===== src/rtl/conv_window_gen.sv =====
// conv_window_gen: column-major tile scanner producing 3x3 pixel windows with tile bookkeeping
module conv_window_gen #(
    parameter int DATA_W = 8,
    parameter int TILE_H = 10,
    parameter int TILE_W = 8
) (
    input  logic                  clk,
    input  logic                  rst,
    input  logic                  en,
    input  logic                  in_valid,
    input  logic                  in_tile_start,
    input  logic [DATA_W-1:0]     in_pix,
    output logic                  out_valid,
    output logic [9*DATA_W-1:0]   out_win,
    output logic [6:0]            out_row,
    output logic [6:0]            out_col,
    output logic [1:0]            out_quad,
    output logic                  tile_done,
    output logic                  err_abort
);
    localparam int RW = TILE_H > 1 ? $clog2(TILE_H) : 1;
    localparam int CW = TILE_W > 1 ? $clog2(TILE_W) : 1;
    logic [RW-1:0] r, pr, nr;
    logic [CW-1:0] c, pc, nc;
    logic [DATA_W-1:0] col_a [TILE_H];
    logic [DATA_W-1:0] col_b [TILE_H];
    logic [2:0][2:0][DATA_W-1:0] sh, nsh;
    logic acc, at_zero, at_last, restart, abort, row_end, win_ok, done;
    always_comb begin
        acc     = en & in_valid;
        at_zero = r == '0 && c == '0;
        at_last = r == RW'(TILE_H-1) && c == CW'(TILE_W-1);
        // a start flag on the final pixel is ignored so the completing tile is not lost
        restart = in_tile_start && !at_last;
        abort   = acc && restart && !at_zero;
        pr      = restart ? '0 : r;
        pc      = restart ? '0 : c;
        row_end = pr == RW'(TILE_H-1);
        nr      = row_end ? '0 : pr + RW'(1);
        nc      = row_end ? (pc == CW'(TILE_W-1) ? '0 : pc + CW'(1)) : pc;
        win_ok  = pr >= RW'(2) && pc >= CW'(2);
        done    = acc && row_end && pc == CW'(TILE_W-1);
        nsh[2]  = {in_pix, col_a[pr], col_b[pr]};
        nsh[1]  = pr == '0 ? '0 : sh[2];
        nsh[0]  = pr == '0 ? '0 : sh[1];
    end
    always_ff @(posedge clk) begin
        if (acc) begin
            col_a[pr] <= in_pix;
            col_b[pr] <= col_a[pr];
        end
    end
    always_ff @(posedge clk) begin
        if (!rst) begin
            r         <= '0;
            c         <= '0;
            sh        <= '0;
            out_quad  <= '0;
            out_valid <= 1'b0;
            tile_done <= 1'b0;
            err_abort <= 1'b0;
            out_row   <= '0;
            out_col   <= '0;
            out_win   <= '0;
        end else begin
            out_valid <= acc && win_ok;
            tile_done <= done;
            err_abort <= abort;
            if (acc) begin
                r  <= nr;
                c  <= nc;
                sh <= nsh;
            end
            if (acc && win_ok) begin
                out_win <= nsh;
                out_row <= 7'(pr);
                out_col <= 7'(pc);
            end
            if (done) out_quad <= out_quad + 2'd1;
        end
    end
endmodule


===== config.mk =====
export PLATFORM = sky130hd
export DESIGN_NAME = conv_window_gen
export DESIGN_NICKNAME = d
export VERILOG_FILES = /design/src/rtl/conv_window_gen.sv
export SDC_FILE = /design/constraint.sdc
export NUM_CORES = 1
export LEC_CHECK = 0
export CORE_ASPECT_RATIO = 1.5
export CORE_MARGIN = 2
export CORE_UTILIZATION = 58
export CTS_CLUSTER_SIZE = 30
export DETAILED_ROUTE_END_ITERATION = 16
export PLACE_DENSITY = 0.8
export SYNTH_ARGS = -nofsm -noshare
export SYNTH_HDL_FRONTEND = slang
export SYNTH_SLANG_ARGS = --single-unit

===== constraint.sdc =====
create_clock -name clk -period 10.5 [get_ports clk]
set_input_delay 2.1 -clock clk [delete_from_list [all_inputs] [get_ports clk]]
set_output_delay 2.1 -clock clk [all_outputs]
set_load 0.02 [all_outputs]

==> results of run 1 <==
## routing by layer
metal / global-route usage [%] / routed length (um) / vias up / part of all wire, %
met4: 11.3 / 1150 / 0 / 4.3
met1: 30.7 / 10300 / 3933 / 38
met3: 2.96 / 1700 / 81 / 6.3
met2: 44.3 / 13800 / 364 / 51
met5: 0 / 0 / - / 0
li1: - / - / 3874 / -
## per-stage QoR
| step | setup slack [ps] | util, % | total power (W) | hold slack (ps) | std cells |
|---|---|---|---|---|---|
| final | 5840 | 69.0 | 0.00229 | 448 | 1361 |
| after global routing | 5700 | 69.0 | 0.00235 | 468 | 1361 |
| after CTS | 5930 | 69.0 | 0.00230 | 452 | 1361 |
| after detailed placement | 5370 | 64.6 | 0.00138 | 443 | 1313 |
| after global placement | 5380 | 64.6 | 0.00138 | 437 | 1313 |
| after floorplan | 5520 | - | 0.00134 | 437 | 1028 |
## cell usage in the layout (no fill, tap or decap), types with 2 or more instances in the layout
cell type / count
o21a_1: 5
o32ai_1: 7
a21oi_1: 137
nand2_1: 131
a22oi_1: 22
a221oi_2: 5
o211ai_1: 4
mux2i_1: 21
buf_4: 19
inv_4: 2
and2_1: 3
xor2_1: 2
a41oi_1: 9
and3_1: 2
inv_1: 20
a2111oi_0: 5
ha_1: 3
o21ai_0: 46
nor2b_1: 13
clkbuf_8: 7
a221o_1: 5
clkdlybuf4s50_1: 96
a221oi_1: 6
conb_1: 7
dfxtp_1: 137
clkinv_2: 5
nand2b_1: 3
a211oi_1: 12
nand3_1: 78
clkbuf_16: 28
clkbuf_1: 3
a31oi_1: 14
dfxtp_2: 2
nor2_1: 19
edfxtp_1: 160
o22ai_1: 11
or3_1: 3
nand4b_1: 2
mux2_2: 25
## state kept, by name, summed over array words and instances, names as in the netlist
name,count
out_valid,1
tile_done,1
out_col,3
col_a,80
out_quad,2
err_abort,1
sh,48
col_b,80
out_win,72
out_row,4
r,4
c,3
## cells by family (layout without fill, tap and decap cells)
family,after synthesis,after routing,synth area share (%)
compound gates,299,299,15.9
flops,299,299,65.1
simple gates,264,264,10.2
buf+inv,108,181,4.10
mux,46,46,4.22
fa+ha+maj,3,3,0.322
xor+xnor,2,2,0.150
other cells,1,7,0.0322
## area by class of cell
type / instances / area share, %
clock inverters: 9 / 0.322
multi-input cells: 621 / 26.8
well taps: 260 / 2.39
repair buffers: 115 / 8.12
clock buffers: 39 / 5.98
flip-flops and latches: 299 / 55.8
inverters: 18 / 0.506
## worst max-delay path by stage
| stage | from | cells past startpoint | slack, ps | to |
|---|---|---|---|---|
| 4_1_cts | in_tile_start | 9 | 5930 | out_row[3]$_SDFFE_PN0P_ |
| 6_report | in_tile_start | 9 | 5840 | out_win[52]$_SDFFE_PN0P_ |
| 5_1_grt | in_tile_start | 9 | 5700 | out_row[3]$_SDFFE_PN0P_ |
| 2_1_floorplan | en | 6 | 5520 | col_a[6][0]$_DFFE_PP_ |
| 3_5_place_dp | in_tile_start | 9 | 5370 | out_row[3]$_SDFFE_PN0P_ |
| 3_3_place_gp | in_tile_start | 9 | 5380 | out_row[3]$_SDFFE_PN0P_ |
## critical path: stages
cell and delay (ps):
clkdlybuf4s50_1 450, buf_4 390, o21ai_1 310, and2_1 280, ha_1 200, or3_1 350, o211a_4 430, o21ai_0 360
a21oi_1 70
## power groups by stage
stage          Combinational, W  Sequential, W  Clock (W)
2_1_floorplan         0.0000689        0.00127          0
3_3_place_gp          0.0000972        0.00128          0
3_5_place_dp          0.0000990        0.00128          0
4_1_cts               0.0000995        0.00125   0.000945
5_1_grt                0.000109        0.00125   0.000989
6_report               0.000101        0.00125   0.000936
==> impl_results.md, run 1 <==
* Synth-to-Final Area Change at 16.6%
* Core area at 19700 um2
* Setup CP Type: input pin to flop
* DIE AREA at 21300 um2
* Total Routing Usage GR at 25.1%
* Avg Inst Size Synth at 11.4 um2
* ANT nets after route at 0
* Final period util at between 40% and 50%
* Switching share of total power at 21.2%
* Pre-antenna DRT Iters at 5
* Root Driver: clkbuf_16
* Measured slew at the worst slew-check pin at around 1100 ps
* Die Span Y at ~180 um
* Placement Rows at 63
* Number of global-route vias before repair at a little under 8k
* Num Clock Sinks at about 300
* Worst-Skew Late Latency at approximately 530 ps
* Finished Cell Area at 13600 um2
* Post-placement cell area at 12700 um2
* Top-area cell type share of the netlist area at 41.2%
* Layout cells sized above 1 at 9.26%
* Fill count at 1419
* Hold WC Path Type: flop to flop
* Flop-to-flop setup slack at slightly below 7000 ps
* FF-to-FF Start: r[0]$_SDFFE_PN0P_
* NumNets Final at ~1.1k
* Largest net degree at the start of global routing at 95
* Total number of vias at 8252
* Die width at 120 um
* Status: completed
* CP endpoint kind: flop
* Worst Path Arrival at 5020 ps
* Multi-input logic area at 3650 um2
* Total CTS buffers at 26
* Initial antenna violation count at 0
* First DRT Iteration DRCs at 1103
* WP data required at between 10000 and 15000 ps
* Total wire length at 26900 um
* Fin Clk Skew at roughly 11 ps
* Synth unique cells at 54
* Sequential area share after synthesis at 65.1%
* EDFF count, synth at 160
* ANT cells at 0
* Biggest area consumer among synthesized cells: edfxtp_1
* Setup TNS at 0 ps
* Max Cap Violations at 0
* Pint at 0.00181 W
* Setup Viol. Count Final at 0
* Crit path time final at roughly 4700 ps
* Drt drc at 0
* Post-synth ARST share at 0%
* CP Launch Type: input pin
* TritonCTS clock tree: built
* Power Density at 169 nW/um2
* Remaining Overflow, GRT at 0
* Ranking of synthesized cells by area: edfxtp_1, dfxtp_1, a21oi_1
* CTS H-tree depth at 1
* Switching Power at 0.000485 W
* Post-Synthesis Cell Area at 11700 um2
* Mapped Cells at 1022
* Hold Crit Endpoint: out_win[9]$_SDFFE_PN0P_
* Worst hold start: out_win[9]$_SDFFE_PN0P_
* Wire per inst at 19.7 um
* Slew HR at 27.8%
* Warnings from Yosys at 0
* IO buf count at between 90 and 100
* Storage cell area at 7590 um2
* I/O pin cnt at 104
* RSZ-0062 raised after global routing: false
* Sequential power share at 54.7%
* R2r endpoint: out_row[3]$_SDFFE_PN0P_
* Initial Utilization at 59.1%
* Fmax achieved at between 0.2 and 0.25 GHz
* CTS Hold Bufs at 0
* Synth Register Bits at 299
* Count leader, synth: edfxtp_1
* Max clock buf depth at 3
* Clock-pin slew on the worst setup and hold paths at 70 ps
* Comb power frac at 4.4%
* Synth Flop Type: edfxtp_1
* Leak at roughly 4.4 nW
* Peak VDD IR at 0.106 mV
* First-pass GRT wire length at 41800 um
* Routability cong. at 0.938
* CTS resizes at 0
* Hold Fails Final Rpt at 0
* Hold depth at 2
* Setup Fix Bufs, Post-CTS at 0
* Crit path max fanout at 94
* DP HPWL at ~17000 um
* Synth cell count leaders: edfxtp_1, dfxtp_1, a21oi_1
* Clk pwr share at 40.8%
* Worst-case reg-to-reg path depth at 8
* Slew Limit Fails at 0
* Via-to-Cell Ratio at ~6.1
No activity file was read; power rests on OpenSTA's default activity.
==> inputs of run 2 (changes only) <==
--- a/config.mk
+++ b/config.mk
@@ -7,10 +7,10 @@
 export LEC_CHECK = 0
 export CORE_ASPECT_RATIO = 1.5
 export CORE_MARGIN = 2
-export CORE_UTILIZATION = 58
+export CORE_UTILIZATION = 52
 export CTS_CLUSTER_SIZE = 30
 export DETAILED_ROUTE_END_ITERATION = 16
-export PLACE_DENSITY = 0.8
+export PLACE_DENSITY = 0.76
 export SYNTH_ARGS = -nofsm -noshare
 export SYNTH_HDL_FRONTEND = slang
 export SYNTH_SLANG_ARGS = --single-unit
==> constraint.sdc (replaced) <==
create_clock -name clk -period 4.2 [get_ports clk]
set_input_delay 0.84 -clock clk [delete_from_list [all_inputs] [get_ports clk]]
set_output_delay 0.84 -clock clk [all_outputs]
set_load 0.02 [all_outputs]
==> run 2 against run 1 <==
  * Final cell count rose by 1.8%
  * Global-route usage fell by 1.8 points
  * Combinational power grew to 2.6 times the previous value
  * Sequential cell count is the same
  * Design area increased by 0.37%
  * Non-clock buffer count grew 11
  * Utilization decreased by 7.6 points
  * Sequential share of layout area shrank 0.20 points
  * Via count increased by 1.4%
  * Sequential power rose to 2.5 times the previous value
  * Clock skew increased by 1.8 ps
  * Critical endpoint is now out_win[23]$_SDFFE_PN0P_
  * Largest cell class unchanged
==> impl_results.md, run 2 (synthesized netlist as in run 1, its figures left out) <==
* Setup CP Type: flop to flop (was input pin to flop)
* Worst Path Arrival at 3650 ps (was 5020 ps)
* Setup Fix Bufs, Post-CTS at 0 (unchanged)
* Placement Rows at 67 (was 63)
* CP endpoint kind: flop (unchanged)
* Switching Power at 0.00122 W (was 0.000485 W)
* Remaining Overflow, GRT at 0 (unchanged)
* Clk pwr share at 40.0% (was 40.8%)
* M3 GR Usage at 2.35% (was 2.96%)
* RSZ-0062 raised after global routing: false (unchanged)
* Total Routing Usage GR at 23.3% (was 25.1%)
* Core area at 22200 um2 (was 19700 um2)
* I/O pin cnt at 104 (unchanged)
* Total wire length at 28200 um (was 26900 um)
* First DRT Iteration DRCs at 867 (was 1103)
* Hold WC Path Type: flop to flop (unchanged)
* Global route hottest layer: met2 (unchanged)
* Met2 Usage GRT at 41.4% (was 44.3%)
* Clock-pin slew on the worst setup and hold paths at 70 ps (about the same)
* Number of global-route vias before repair at 7840 (was 7702)
* Peak VDD IR at 0.365 mV (was 0.106 mV)
* M1 GR Usage at 29.6% (was 30.7%)
* Status: completed (unchanged)
* Initial Utilization at 52.5% (was 59.1%)
* Initial antenna violation count at 0 (unchanged)
* Biggest regs: col_a: 80 flops, col_b: 80 flops, out_win: 72 flops (unchanged)
* Final period util at 76.3%
* Layout cells sized above 1 at 9.46% (was 9.26%)
* Post-placement cell area at 12900 um2 (was 12700 um2)
* Most frequent cells in the layout: edfxtp_1, a21oi_1, dfxtp_1, nand2_1, clkdlybuf4s50_1 (unchanged)
* WP data required at 4650 ps (was 10860 ps)
* IO buf count at 96 (unchanged)
* Crit path time final at 3200 ps
* Slew Limit Fails at 0 (unchanged)
* Via-to-Cell Ratio at 6.04 (was 6.06)
* Switching share of total power at 21.6% (was 21.2%)
* Fin Clk Skew at 13.0 ps (was 11.2 ps)
* Comb power frac at 4.6% (was 4.4%)
* TritonCTS clock tree: built (unchanged)
* Setup Viol. Count Final at 0 (unchanged)
* Worst-Skew Late Latency at 530 ps (about the same)
* Finished Cell Area at 13600 um2 (about the same)
* Synth-to-Final Area Change at 17.0% (was 16.6%)
* CTS Hold Bufs at 0 (unchanged)
* Routability cong. at 0.855 (was 0.938)
* Num Clock Sinks at 299 (unchanged)
* Measured slew at the worst slew-check pin at 1080 ps (about the same)
* Most common cell after layout, fill and taps aside: edfxtp_1 (unchanged)
* Root Driver: clkbuf_16 (unchanged)
* Hold Fails Final Rpt at 0 (unchanged)
* Wire per inst at 20.3 um (was 19.7 um)
* Total CTS buffers at 25 (was 26)
* Total number of vias at 8369 (was 8252)
* CTS H-tree depth at 1 (unchanged)
* Fmax achieved at 0.312 GHz
* Largest net degree at the start of global routing at 95 (unchanged)
* Setup TNS at 0 ps (unchanged)
* CP Launch Type: flop (was input pin)
* Die Span Y at 187 um (was 178 um)
* DP HPWL at 17900 um (was 17000 um)
* Slew HR at 27.7% (was 27.8%)
* ANT nets after route at 0 (unchanged)
* ANT cells at 0 (unchanged)
* Pint at 0.00442 W (was 0.00181 W)
* DIE AREA at 23700 um2 (was 21300 um2)
* Leak at 4.41 nW (was 4.40 nW)
* Crit path max fanout at 94 (unchanged)
* NumNets Final at 1107 (was 1097)
* Max clock buf depth at 3 (unchanged)
* Power Density at 413 nW/um2 (was 169 nW/um2)
* Pre-antenna DRT Iters at 7 (was 5)
* CTS resizes at 0 (unchanged)
* Sequential power share at 55.4% (was 54.7%)
* Max Cap Violations at 0 (unchanged)
* Drt drc at 0 (unchanged)
* First-pass GRT wire length at 43800 um (was 41800 um)
* Die width at 126 um (was 120 um)
==> run 2: critical path, cell delays in order (launching register included) <==
cell,delay (ps)
dfxtp_1,470
nand4bb_1,400
o21ai_1,430
and2_1,240
ha_1,170
or3_1,140
o211a_4,780
nand3_1,220
a21oi_1,180
==> run 2: metrics by stage <==
stage	hold WS [ps]	util [%]	total power, W	instances	worst slack [ps]
after floorplan	437	-	0.00336	1028	483
after global placement	439	57.9	0.00344	1340	733
after detailed placement	446	57.9	0.00344	1340	707
after CTS	455	61.4	0.00566	1386	1080
after global routing	465	61.4	0.00580	1386	769
final	450	61.4	0.00564	1386	997
==> run 2: area by class of cell <==
type,count,area (um2)
clock buffer,34,679
sequential,299,7590
tap,276,345
inverter,18,68.8
clock inverter,12,109
multi-input combinational,621,3640
fill,1696,8570
timing repair buffer,126,1210
==> run 2: power groups by stage <==
stage	clock (W)	sequential [W]	combinational (W)
2_1_floorplan	0	0.00318	0.000172
3_5_place_dp	0	0.00319	0.000254
6_report	0.00225	0.00313	0.000258
3_3_place_gp	0	0.00319	0.000248
5_1_grt	0.00240	0.00313	0.000280
4_1_cts	0.00228	0.00312	0.000255
==> run 2: worst paths after layout <==
path,start,to,slack (ps),cells after the start
max reg2reg,r[2]$_SDFFE_PN0P_,out_win[23]$_SDFFE_PN0P_,1000,8
max,r[2]$_SDFFE_PN0P_,out_win[23]$_SDFFE_PN0P_,1000,8
min reg2reg,out_win[16]$_SDFFE_PN0P_,out_win[16]$_SDFFE_PN0P_,450,2
min,out_win[16]$_SDFFE_PN0P_,out_win[16]$_SDFFE_PN0P_,450,2
==> run 2: per-layer routing <==
layer | part of all wire [%] | vias to the layer above | wire length [um]
li1 | - | 3891 | -
met1 | 39 | 4071 | 11000
met2 | 52 | 348 | 14800
met3 | 5.3 | 59 | 1500
met4 | 3.1 | 0 | 878
met5 | 0 | - | 0
==> inputs of run 3 (changes only) <==
--- a/config.mk
+++ b/config.mk
@@ -7,10 +7,10 @@
 export LEC_CHECK = 0
 export CORE_ASPECT_RATIO = 1.5
 export CORE_MARGIN = 2
-export CORE_UTILIZATION = 52
+export CORE_UTILIZATION = 57
 export CTS_CLUSTER_SIZE = 30
 export DETAILED_ROUTE_END_ITERATION = 16
-export PLACE_DENSITY = 0.76
+export PLACE_DENSITY = 0.79
 export SYNTH_ARGS = -nofsm -noshare
 export SYNTH_HDL_FRONTEND = slang
 export SYNTH_SLANG_ARGS = --single-unit
==> constraint.sdc (replaced) <==
create_clock -name clk -period 3.2 [get_ports clk]
set_input_delay 0.64 -clock clk [delete_from_list [all_inputs] [get_ports clk]]
set_output_delay 0.64 -clock clk [all_outputs]
set_load 0.02 [all_outputs]
==> run 3 against run 2 <==
  * Power is 37% higher
  * Register-to-register slack worse by 500 ps
  * Setup slack worse by 500 ps
  * Global-route usage is 2.5 points higher
==> impl_results.md, run 3 (synthesized netlist as in run 1, its figures left out) <==
* Status: completed (unchanged)
* Crit path time final at 2710 ps (was 3200 ps)
* I/O pin cnt at 104 (unchanged)
* Slowest cell delay on critical path at 460 ps (was 780 ps)
* TritonCTS clock tree: built (unchanged)
* Delay-heaviest family, CP: compound AO/OA/AOI/OAI gates (unchanged)
* Fmax achieved at 0.370 GHz (was 0.312 GHz)
* IO buf count at 96 (unchanged)
* Number of global-route vias before repair at 7969 (was 7840)
* Total wire length at 28000 um (was 28200 um)
* Clock-pin slew on the worst setup and hold paths at 70 ps (about the same)
* CP endpoint kind: flop (unchanged)
* NumNets Final at 1126 (was 1107)
* FF-to-FF Start: c[2]$_SDFFE_PN0P_ (was r[2]$_SDFFE_PN0P_)
* DP HPWL at 17700 um (was 17900 um)
* Core area at 20300 um2 (was 22200 um2)
* Finished Cell Area at 14000 um2 (was 13600 um2)
* Hold WC Path Type: flop to flop (unchanged)
* Setup TNS at 0 ps (unchanged)
* Critical path's slowest cell: dfxtp_1 (was o211a_4)
* Routability cong. at 0.904 (was 0.855)
* Total number of vias at 8527 (was 8369)
* Remaining Overflow, GRT at 0 (unchanged)
* Post-placement cell area at 13100 um2 (was 12900 um2)
* Multi-input logic area at 3650 um2 (was 3640 um2)
* Slew HR at 25.6% (was 27.7%)
* RSZ-0062 raised after global routing: false (unchanged)
* Pwr Total at 0.00771 W (was 0.00564 W)
* Most frequent cells in the layout: edfxtp_1, a21oi_1, dfxtp_1, nand2_1, clkdlybuf4s50_1 (unchanged)
* Power Density at 551 nW/um2 (was 413 nW/um2)
* Placement Rows at 64 (was 67)
* Setup CP Type: flop to flop (unchanged)
* Hold Fails Final Rpt at 0 (unchanged)
* Layout cells sized above 1 at 11.5% (was 9.46%)
* DIE AREA at 21600 um2 (was 23700 um2)
* ANT cells at 0 (unchanged)
* Slew Limit Fails at 0 (unchanged)
* Biggest regs: col_a: 80 flops, col_b: 80 flops, out_win: 72 flops (unchanged)
* Initial Utilization at 57.5% (was 52.5%)
* Max clock buf depth at 3 (unchanged)
* Crit path max fanout at 33 (was 94)
* Crit path from: c[2]$_SDFFE_PN0P_ (was r[2]$_SDFFE_PN0P_)
* CP Launch Type: flop (unchanged)
* Leak at 4.59 nW (was 4.41 nW)
* Flop-to-flop setup slack at 490 ps (was 1000 ps)
* CP bufs+invs at 2 (was 0)
* CTS resizes at 0 (unchanged)
* Total Routing Usage GR at 25.7% (was 23.3%)
* Worst hold start: out_win[20]$_SDFFE_PN0P_ (was out_win[16]$_SDFFE_PN0P_)
* Pre-antenna DRT Iters at 5 (was 7)
* First-pass GRT wire length at 43200 um (was 43800 um)
* Storage cell area at 7590 um2 (unchanged)
* First DRT Iteration DRCs at 1008 (was 867)
* Worst Path Arrival at 3110 ps (was 3650 ps)
* Largest net degree at the start of global routing at 87 (was 95)
* Die Span Y at 179 um (was 187 um)
* Synth-to-Final Area Change at 19.9% (was 17.0%)
* Fill count at 1441 (was 1696)
* Peak VDD IR at 0.348 mV (was 0.365 mV)
* Most common cell after layout, fill and taps aside: edfxtp_1 (unchanged)
* Final period util at 84.5% (was 76.3%)
* Total CTS buffers at 25 (unchanged)
* Max Cap Violations at 0 (unchanged)
* Measured slew at the worst slew-check pin at 1110 ps (was 1080 ps)
* Via-to-Cell Ratio at 6.13 (was 6.04)
* Worst-Skew Late Latency at 520 ps (was 530 ps)
* Setup Viol. Count Final at 0 (unchanged)
* Num Clock Sinks at 299 (unchanged)
* WP data required at 3610 ps (was 4650 ps)
* ANT nets after route at 0 (unchanged)
* Drt drc at 0 (unchanged)
* CTS Hold Bufs at 0 (unchanged)
* Cell Chain, Critical Path: nand3_2, o21ai_1, buf_4, nand2_1, ha_1, or3_1, o211a_4, buf_12, o21ai_0, a21oi_1 (was nand4bb_1, o21ai_1, and2_1, ha_1, or3_1, o211a_4, nand3_1, a21oi_1)
* Root Driver: clkbuf_16 (unchanged)
* Setup Fix Bufs, Post-CTS at 0 (unchanged)
* Initial antenna violation count at 0 (unchanged)
* Fin Clk Skew at 15.0 ps (was 13.0 ps)
* Wire per inst at 20.1 um (was 20.3 um)
* CTS H-tree depth at 1 (unchanged)
* Die width at 121 um (was 126 um)
==> run 3: final cells by class <==
cell class,count,area share [%]
sequential,299,54.3
multi-input combinational,621,26.1
timing repair buffer,145,10.4
clock buffer,30,4.82
tap,264,2.36
clock inverter,15,1.54
inverter,18,0.492
==> run 3: per-layer routing <==
layer | wire length, um | vias to the layer above | GRT usage [%] | share of wire, %
li1 | - | 3925 | - | -
met1 | 10700 | 4159 | 31.4 | 38
met2 | 14700 | 374 | 46.1 | 52
met3 | 1650 | 69 | 2.96 | 5.9
met4 | 969 | 0 | 10.8 | 3.5
met5 | 0 | - | 0 | 0
==> run 3: path summary, 6_finish.rpt <==
path / to / cells after the start
hold / removal: out_win[20]$_SDFFE_PN0P_ / 2
setup reg to reg: out_win[61]$_SDFFE_PN0P_ / 10
hold reg to reg: out_win[20]$_SDFFE_PN0P_ / 2
setup / recovery: out_win[61]$_SDFFE_PN0P_ / 10
==> run 3: worst reg2reg max path, cell delays in order, from the launching register on <==
cell	delay (ps)
dfxtp_1	460
nand3_2	290
o21ai_1	250
buf_4	160
nand2_1	70
ha_1	220
or3_1	350
o211a_4	280
buf_12	230
o21ai_0	200
a21oi_1	70
==> run 3: report_power, final <==
group,switching (W),internal [W],leakage [nW]
logic,0.000247,0.000113,1.57
clock network,0.00130,0.00194,0.442
registers,0.0000246,0.00408,2.57
total,0.00157,0.00613,4.59
==> run 3: per-stage QoR <==
stage,worst slack (ps),util [%],hold WS [ps],instances
after global placement,313,64.6,439,1347
after floorplan,125,-,437,1028
final,495,69.0,448,1392
after global routing,303,69.0,468,1392
after CTS,503,69.0,452,1392
after detailed placement,317,64.6,443,1347
